<file path="config.mk">
export PLATFORM = sky130hd
export DESIGN_NAME = regfile_wb_scheduler
export DESIGN_NICKNAME = d
export VERILOG_FILES = /design/src/rtl/regfile_pkg.sv /design/src/rtl/regfile_wb_scheduler_arbiter.sv /design/src/rtl/regfile_wb_scheduler.sv
export SDC_FILE = /design/constraint.sdc
export NUM_CORES = 1
export LEC_CHECK = 0
export CORE_MARGIN = 2
export CORE_UTILIZATION = 25
export DETAILED_ROUTE_END_ITERATION = 8
export RECOVER_POWER = 50
export SKIP_CTS_REPAIR_TIMING = 1
export SLEW_MARGIN = 20
export SYNTH_ARGS = -nofsm -noshare
export SYNTH_HDL_FRONTEND = slang
export SYNTH_SLANG_ARGS = --single-unit
</file>
<file path="constraint.sdc">
create_clock -name clk -period 2.8 [get_ports clk]
set_input_delay 0.56 -clock clk [delete_from_list [all_inputs] [get_ports clk]]
set_output_delay 0.56 -clock clk [all_outputs]
set_load 0.01 [all_outputs]
</file>
<file path="src/rtl/regfile_pkg.sv">
// Shared constants and FSM encoding for the register-file writeback scheduler.
// Latency: n/a (declarations only).
// Backpressure: n/a.
package regfile_pkg;

  localparam int RF_AW    = 5;
  localparam int RF_DW    = 32;
  localparam int RF_NREGS = 32;

  typedef enum logic {
    ST_IDLE  = 1'b0,
    ST_CLEAR = 1'b1
  } state_t;

endpackage

</file>
<file path="src/rtl/regfile_wb_scheduler_arbiter.sv">
// Round-robin arbiter: one-hot grant to the first requester at or after the pointer.
// Latency: combinational.
// Backpressure: non-granted requesters simply see no grant and must hold.
module rr_arbiter #(
  parameter int NREQ = 3,
  parameter int PW   = (NREQ > 1) ? $clog2(NREQ) : 1
) (
  input  logic [NREQ-1:0] req,
  input  logic [PW-1:0]   ptr,
  output logic [NREQ-1:0] grant,
  output logic [PW-1:0]   grantIdx
);

  logic found;
  int   idx;

  // Scan requesters starting at ptr, wrapping; take the first one asserted.
  always_comb begin
    grant    = '0;
    grantIdx = '0;
    found    = 1'b0;
    idx      = 0;
    for (int k = 0; k < NREQ; k++) begin
      idx = (int'(ptr) + k) % NREQ;
      if (!found && req[idx]) begin
        found       = 1'b1;
        grant[idx]  = 1'b1;
        grantIdx    = PW'(idx);
      end
    end
  end

endmodule

</file>
<file path="src/rtl/regfile_wb_scheduler.sv">
// Shares the single register-file write port among NREQ writeback requesters; busy scoreboard; sequenced clear.
// Latency: accepted write reaches rf_we/rf_waddr/rf_wdata one cycle after the handshake.
// Backpressure: req_ready is a same-cycle one-hot grant; all requesters are held off during reset and clear.
module regfile_wb_scheduler
  import regfile_pkg::*;
#(
  parameter int NREQ = 3,
  parameter int AW   = RF_AW,
  parameter int DW   = RF_DW
) (
  input  logic               clk,
  input  logic               reset,
  input  logic [NREQ-1:0]    req_valid,
  output logic [NREQ-1:0]    req_ready,
  input  logic [NREQ*AW-1:0] req_addr,
  input  logic [NREQ*DW-1:0] req_data,
  input  logic               rsv_valid,
  input  logic [AW-1:0]      rsv_addr,
  output logic [2**AW-1:0]   busy_vec,
  input  logic               clr_start,
  output logic               clr_busy,
  output logic               rf_we,
  output logic [AW-1:0]      rf_waddr,
  output logic [DW-1:0]      rf_wdata
);

  localparam int PW = (NREQ > 1) ? $clog2(NREQ) : 1;
  localparam logic [AW-1:0] LAST_REG = {AW{1'b1}};

  state_t          state;
  logic [PW-1:0]   rrPtr;
  logic [AW-1:0]   clrAddr;
  logic [NREQ-1:0] arbReq;
  logic [NREQ-1:0] grant;
  logic [PW-1:0]   grantIdx;
  logic            transfer;
  logic            clrLast;
  logic [AW-1:0]   gAddr;
  logic [DW-1:0]   gData;
  logic [2**AW-1:0] busyNext;

  // Only arbitrate in IDLE and never while reset is held.
  assign arbReq = (state == ST_IDLE && !reset) ? req_valid : '0;

  rr_arbiter #(.NREQ(NREQ), .PW(PW)) uArb (
    .req      (arbReq),
    .ptr      (rrPtr),
    .grant    (grant),
    .grantIdx (grantIdx)
  );

  // Grant is already qualified by valid, so any grant bit is a transfer.
  assign req_ready = grant;
  assign transfer  = |grant;
  assign gAddr     = req_addr[int'(grantIdx)*AW +: AW];
  assign gData     = req_data[int'(grantIdx)*DW +: DW];
  assign clrLast   = (state == ST_CLEAR) && (clrAddr == LAST_REG);

  // Scoreboard update: write clears, reservation sets (set wins), clear exit wipes everything.
  always_comb begin
    busyNext = busy_vec;
    if (state == ST_IDLE && transfer && gAddr != '0)
      busyNext[gAddr] = 1'b0;
    if (rsv_valid && rsv_addr != '0)
      busyNext[rsv_addr] = 1'b1;
    if (clrLast)
      busyNext = '0;
    busyNext[0] = 1'b0;
  end

  // Scoreboard register.
  always_ff @(posedge clk or posedge reset) begin
    if (reset)
      busy_vec <= '0;
    else
      busy_vec <= busyNext;
  end

  // Control FSM: arbitration in IDLE, r1..rLAST walk in CLEAR, registered write port.
  always_ff @(posedge clk or posedge reset) begin
    if (reset) begin
      state    <= ST_IDLE;
      rrPtr    <= '0;
      clrAddr  <= '0;
      clr_busy <= 1'b0;
      rf_we    <= 1'b0;
      rf_waddr <= '0;
      rf_wdata <= '0;
    end else begin
      case (state)
        ST_IDLE: begin
          rf_we <= transfer && (gAddr != '0);
          if (transfer) begin
            rf_waddr <= gAddr;
            rf_wdata <= gData;
            if (int'(grantIdx) == NREQ - 1)
              rrPtr <= '0;
            else
              rrPtr <= grantIdx + 1'b1;
          end
          if (clr_start) begin
            state    <= ST_CLEAR;
            clr_busy <= 1'b1;
            clrAddr  <= AW'(1);
          end
        end
        ST_CLEAR: begin
          rf_we    <= 1'b1;
          rf_waddr <= clrAddr;
          rf_wdata <= '0;
          clrAddr  <= clrAddr + 1'b1;
          if (clrAddr == LAST_REG) begin
            state    <= ST_IDLE;
            clr_busy <= 1'b0;
          end
        end
        default: state <= ST_IDLE;
      endcase
    end
  end

endmodule

</file>
Word-level counts from Yosys, hierarchy flattened
Index checks and enable logic that the tools add are counted.
{ "totals": {"output_inout_bits": 74, "reg_bits": 78, "word_cells": 105} }
{ "classes": {"div": 3, "shift": 2, "eq_ne": 5, "order_cmp": 10, "bitwise": 6, "n_reduce_logical": 21, "n_mul": 1, "n_mux": 45, "addsub": 4} }
{ "ops": {"columns": ["op", "n"], "rows": [
  ["$mux W32", 4],
  ["$ge A32 B1 Y1 const B", 3],
  ["$lt A32 B4 Y1 const B", 3],
  ["$shiftx A96 B8 Y32", 1],
  ["$mod A32 B3 Y32 const B", 2],
  ["$pmux W32 S2", 1],
  ["$and A32 B32 Y32", 1],
  ["$mod A3 B3 Y32 const B", 1],
  ["$not A32 Y32", 1],
  ["$or A32 B32 Y32", 1],
  ["$pmux W5 S2", 2],
  ["$mux W1", 17],
  ["$shiftx A15 B6 Y5", 1],
  ["$logic_and A1 B1 Y1", 13],
  ["$lt A5 B6 Y1 const B", 2],
  ["$mux W3", 4],
  ["$demux W1 S5", 2],
  ["$ge A5 B1 Y1 const B", 2],
  ["$mux W5", 2],
  ["$reduce_bool A5 Y1", 2],
  ["$mux W2", 4],
  ["$bmux W1 S2", 3],
  ["$demux W1 S2", 3],
  ["$or A3 B3 Y3", 2],
  ["14 further kinds", 20]
]} }

Logic depth before layout (Yosys ltp)
{ "depth": {"depth_word": 25, "ltp_mapped": 13} }

By module
From an unflattened synthesis, not the netlist that was laid out.
{ "unflattened": {"cells_unflattened": 536, "hier_area_um2": 4862.2} }
{ "modules_own_cells": {"columns": ["mod", "area_per_inst_um2", "cells_per_inst", "n_inst"], "rows": [
  ["regfile_wb_scheduler", 4529.3, 484, 1],
  ["rr_arbiter", 332.8, 52, 1]
]} }

Worst setup path after synthesis
No wires, ideal clock.
{ "synth_timing": {"path_kind": "reg2reg", "start": "register rrPtr[0]", "end": "register busy_vec[24]", "path_stages_with_launch": 11, "t_required_ns": 2.663, "setup_slack_ns": -0.005, "arrival_ns": 2.668, "setup_time_ns": 0.137, "path_cell_list": "dfrtp_1 -> inv_1 -> ha_1 -> mux2_4 -> a221o_1 -> a21o_2 -> a211oi_2 -> or2_1 -> buf_6 -> nor3b_4 -> a31oi_1"} }
{ "synth_via": {"elab_chain_len": 23, "elab_cells_between_ends": 60} }
{ "synth_lines": {"columns": ["item", "line_no", "source"], "rows": [
  ["start, declared", "regfile_wb_scheduler.sv:31", "logic [PW-1:0] rrPtr;"],
  ["start signal, assigned", "regfile_wb_scheduler.sv:99", "rrPtr <= grantIdx + 1'b1;"],
  ["parallel branches: the longest is 19 deep, another holds $mod A32 B3 Y32", null, null],
  ["$mux W32 *", "regfile_wb_scheduler.sv:62", "if (state == ST_IDLE && transfer && gAddr != '0)"],
  ["$or A32 B32 Y32 (no line)", null, null],
  ["$mux W32 *", "regfile_wb_scheduler.sv:64", "if (rsv_valid && rsv_addr != '0)"],
  ["$mux W32 *", "regfile_wb_scheduler.sv:66", "if (clrLast)"],
  ["via busyNext[24]", "regfile_wb_scheduler.sv:40", "logic [2**AW-1:0] busyNext;"],
  ["end signal, assigned", "regfile_wb_scheduler.sv:76", "busy_vec <= busyNext;"],
  ["end, declared", "regfile_wb_scheduler.sv:19", "output logic [2**AW-1:0] busy_vec,"]
]} }
Mark *: on every way through the listed nets, which the timed path passes. The select of a mux whose other input is x is not followed.
A chain may end at the register's enable or synchronous reset.

Worst setup path after layout
{ "layout_timing": {"start": "register rrPtr[0]", "end": "register busy_vec[28]"} }
The elaborated chain is that of the path after synthesis.

==> results.md <==
* PD cells at a little under 800 mW/mm^2
* Hpwl dp at approximately 13 mm
* Cells after Synth at ~580
* Setup Viol. Count Final at 30
* Fmax at 345 MHz
* Synth top cells by count: nand2_1 (93), a21oi_1 (89), dfrtp_1 (78)
* 1st-pass router iterations at 4
* CP Capture Type: register
* Core ar. at 0.0186 sq mm
* Port bufs at approximately 200
* Crit-path leading delay family: compound AO/OA/AOI/OAI gates
* Sw power at 0.00245 W
* WHS at ~490 ps
* Final max-slew violation count at 32
* Die X at about 140 microns
* Clock-pin slew on the worst setup and hold paths at roughly 70 ps
* Antenna diodes at 0
* Yosys cell types at 61
* CP max-delay cell: a221o_2
* Leak at 3.39 nW
* Yosys Warn Count at 0
* EDFF count, synth at 0
* CTS Root Cell: clkbuf_16
* CP max FO at 7
* Top FF cell, synth: dfrtp_1
* Cell taking the most area after synthesis: dfrtp_1
* Cell with the most instances after synthesis: nand2_1
* Final Util at ~45%
* Fillers at 1,801
* I/O pin total at between 150 and 200
* Worst-Margin Slew at approximately 1800 ps
* #FFs+latches synth at 78
* Placement Cell Area at around 0.0075 sq mm
* Clock latency on the worst-skew pair at roughly 340 ps
* HP Class: register to register
* Minimum clock period at 2890 ps
* Tcrit/Tclk final at 103%
* Vias at 5,311
* Synth top area share at between 40% and 50%
* Critical path's largest stage delay at 430 ps
* Clock power share at around 20%
* Pin count of the biggest net entering global routing at 48
* Number of routed nets with antenna violations at 0
* Sequential share of the synthesized area at between 40% and 50%
* RD Place Congestion at around 0.87
* Vias/cell at slightly below 5
* Area fraction in and, or, nand and nor cells after synthesis at a little under a quarter
* Initial antenna violation count at 0
* First-pass GRT wire length at around 28 mm
* Critical path, cell by cell: inv_2 > ha_4 > mux2_4 > a221o_2 > a21o_4 > buf_8 > a31o_2 > buf_4 > nor2_1 > a31oi_4
* Critical path launch point type: register
* Clock buffer depth at 2
* Starting density of the core at between 20% and 30%
* Worst EP required at around 3000 ps
* Combinational Power Share at 51.6%
* Post-synthesis mux area share at around 1.2%
* Worst Setup Path Type: register to register
* Design area at 0.00840 sq mm
* Fraction of registers with async set/reset at 100%
* Post-route setup slack at -94.5 ps
* # H-tree levels at 3
* CTS sink cnt at 78
* Max-cap viol count at 1
* Status: complete, but fails checks
* DR DRC count at 0
* Ratio of cells with drive above 1 in the final layout at between 20 and 25%
* Peak VDD IR at ~0.00035 V
* DRT iter0 DRCs at 225
* Reg2Reg Setup Slack at -90 ps
* Die area at between 0.015 and 0.02 sq mm
* Vias in the first global route at 5,034
* Synth top area cells: dfrtp_1 (42%), a21oi_1 (9.5%), nand2_1 (7.4%), o21ai_0 (4.8%), nor2_1 (4.7%)
* Routed WL at 18.4 mm
* Area grow syn2layout at 78.8%
* Final hold violations at 0
* Setup TNS at -1600 ps
* Grt total ovfl at 0
* Total power at 0.00661 W
* Overall Global Routing Usage at between 10% and 20%
* Clock skew after layout at approximately 6.0 ps
* Main combinational cell family by area after synthesis: compound AO/OA/AOI/OAI gates
* CTS tree: done
* Std-Cell Rows at 50
* Post-DR wirelength/cell at around 17 microns
* Relative max-transition margin at -17.9%
* Worst path arrival time at a little over 3000 ps
* Die height at 141 microns
* Mapped Area at approximately 0.0047 sq mm
* Sequential power share at around 29%
* Post-synthesis adder-cell area fraction at 1.60%
* RSZ-0062 raised after global routing: yes
* Nets at 971
* Synth Net Count at 705
* Critical path buffers and inverters at 3
* Internal power at ~0.0042 W
* Synth Area in Compound Gates at around 27%
* Syn_area_per_cell at between 8 and 9 sq um
* CTS buffer count at 9
* Post-Synth XOR/XNOR Area at less than 1%
* Failing checks: max-capacitance violations, max-slew violations, negative setup slack
* Sw Ratio at approximately 37%
-- routing by layer --
layer,wire length (microns),part of all wire [%],track usage (%),up-vias
met2,8960,49,28.9,209
met4,119,0.65,3.58,0
met3,1320,7.2,5.30,12
li1,-,-,-,2611
met1,8010,44,23.0,2479
met5,0,0,0,-
-- worst reg2reg max path, cell delays in order, from the launching register on --
cell,delay (ps)
dfrtp_1,420
inv_2,70
ha_4,280
mux2_4,340
a221o_2,440
a21o_4,250
buf_8,140
a31o_2,330
buf_4,170
nor2_1,200
a31oi_4,110
-- power by group through the flow --
stage | combinational [W] | clock [W] | sequential (W)
finish | 0.00341 | 0.00131 | 0.00189
global route | 0.00371 | 0.00140 | 0.00196
CTS | 0.00313 | 0.00135 | 0.00189
detailed placement | 0.00312 | 0 | 0.00190
global placement | 0.00308 | 0 | 0.00191
floorplan | 0.00128 | 0 | 0.00199
-- cells in the final DEF (no fill, tap or decap), types with 9 or more instances in the layout --
master           instances
a21oi_1                 85
a31oi_1                 18
buf_12                   9
buf_4                   72
buf_6                   10
clkbuf_16               11
clkdlybuf4s50_1        190
dfrtp_1                 77
nand2_1                 89
nand3_1                 37
nor2_1                  57
o21ai_0                 37
-- stage by stage --
stage               instances  worst slack [ps]
floorplan                 576              66.9
global placement         1046              -511
detailed placement       1046              -523
CTS                      1062              -558
global route             1081              -202
finish                   1081             -94.5
-- path summary, 6_finish.rpt --
| kind | cells after the start | startpoint | end |
|---|---|---|---|
| hold / removal | 2 | clr_busy$_DFFE_PP0P_ | clr_busy$_DFFE_PP0P_ |
| setup / recovery | 10 | rrPtr[0]$_DFFE_PP0N_ | busy_vec[28]$_DFF_PP0_ |
| max in group asynchronous | 4 | reset | rf_wdata[6]$_DFFE_PP0P_ |
| setup reg to reg | 10 | rrPtr[0]$_DFFE_PP0N_ | busy_vec[28]$_DFF_PP0_ |
| min in group asynchronous | 4 | reset | rrPtr[1]$_DFFE_PP0N_ |
| hold reg to reg | 2 | clr_busy$_DFFE_PP0P_ | clr_busy$_DFFE_PP0P_ |
-- area by class of cell --
type                       instances  area (sq um)  share of cell area, %
clock inverter                     7           100                   1.19
sequential                        78          1950                   23.3
timing repair buffer             295          2870                   34.2
inverter                           5          20.0                  0.238
clock buffer                       9           225                   2.68
tap                              234           293                   3.49
multi-input combinational        453          2940                   34.9
-- registers in the layout, summed over array words and instances, names as in the netlist --
register and cells:
rrPtr 2, rf_we 1, rf_wdata 32, clrAddr 5
state 1, clr_busy 1, busy_vec 31, rf_waddr 5
-- kinds of logic (layout without fill, tap and decap cells) --
family | after synthesis | count (layout)
simple gates | 236 | 236
compound gates | 203 | 203
flops | 78 | 78
buf+inv | 45 | 316
fa+ha+maj | 6 | 6
mux | 5 | 5
xor+xnor | 2 | 2
other cells | 1 | 1
Note: power is estimated with default switching activity, not from simulation.
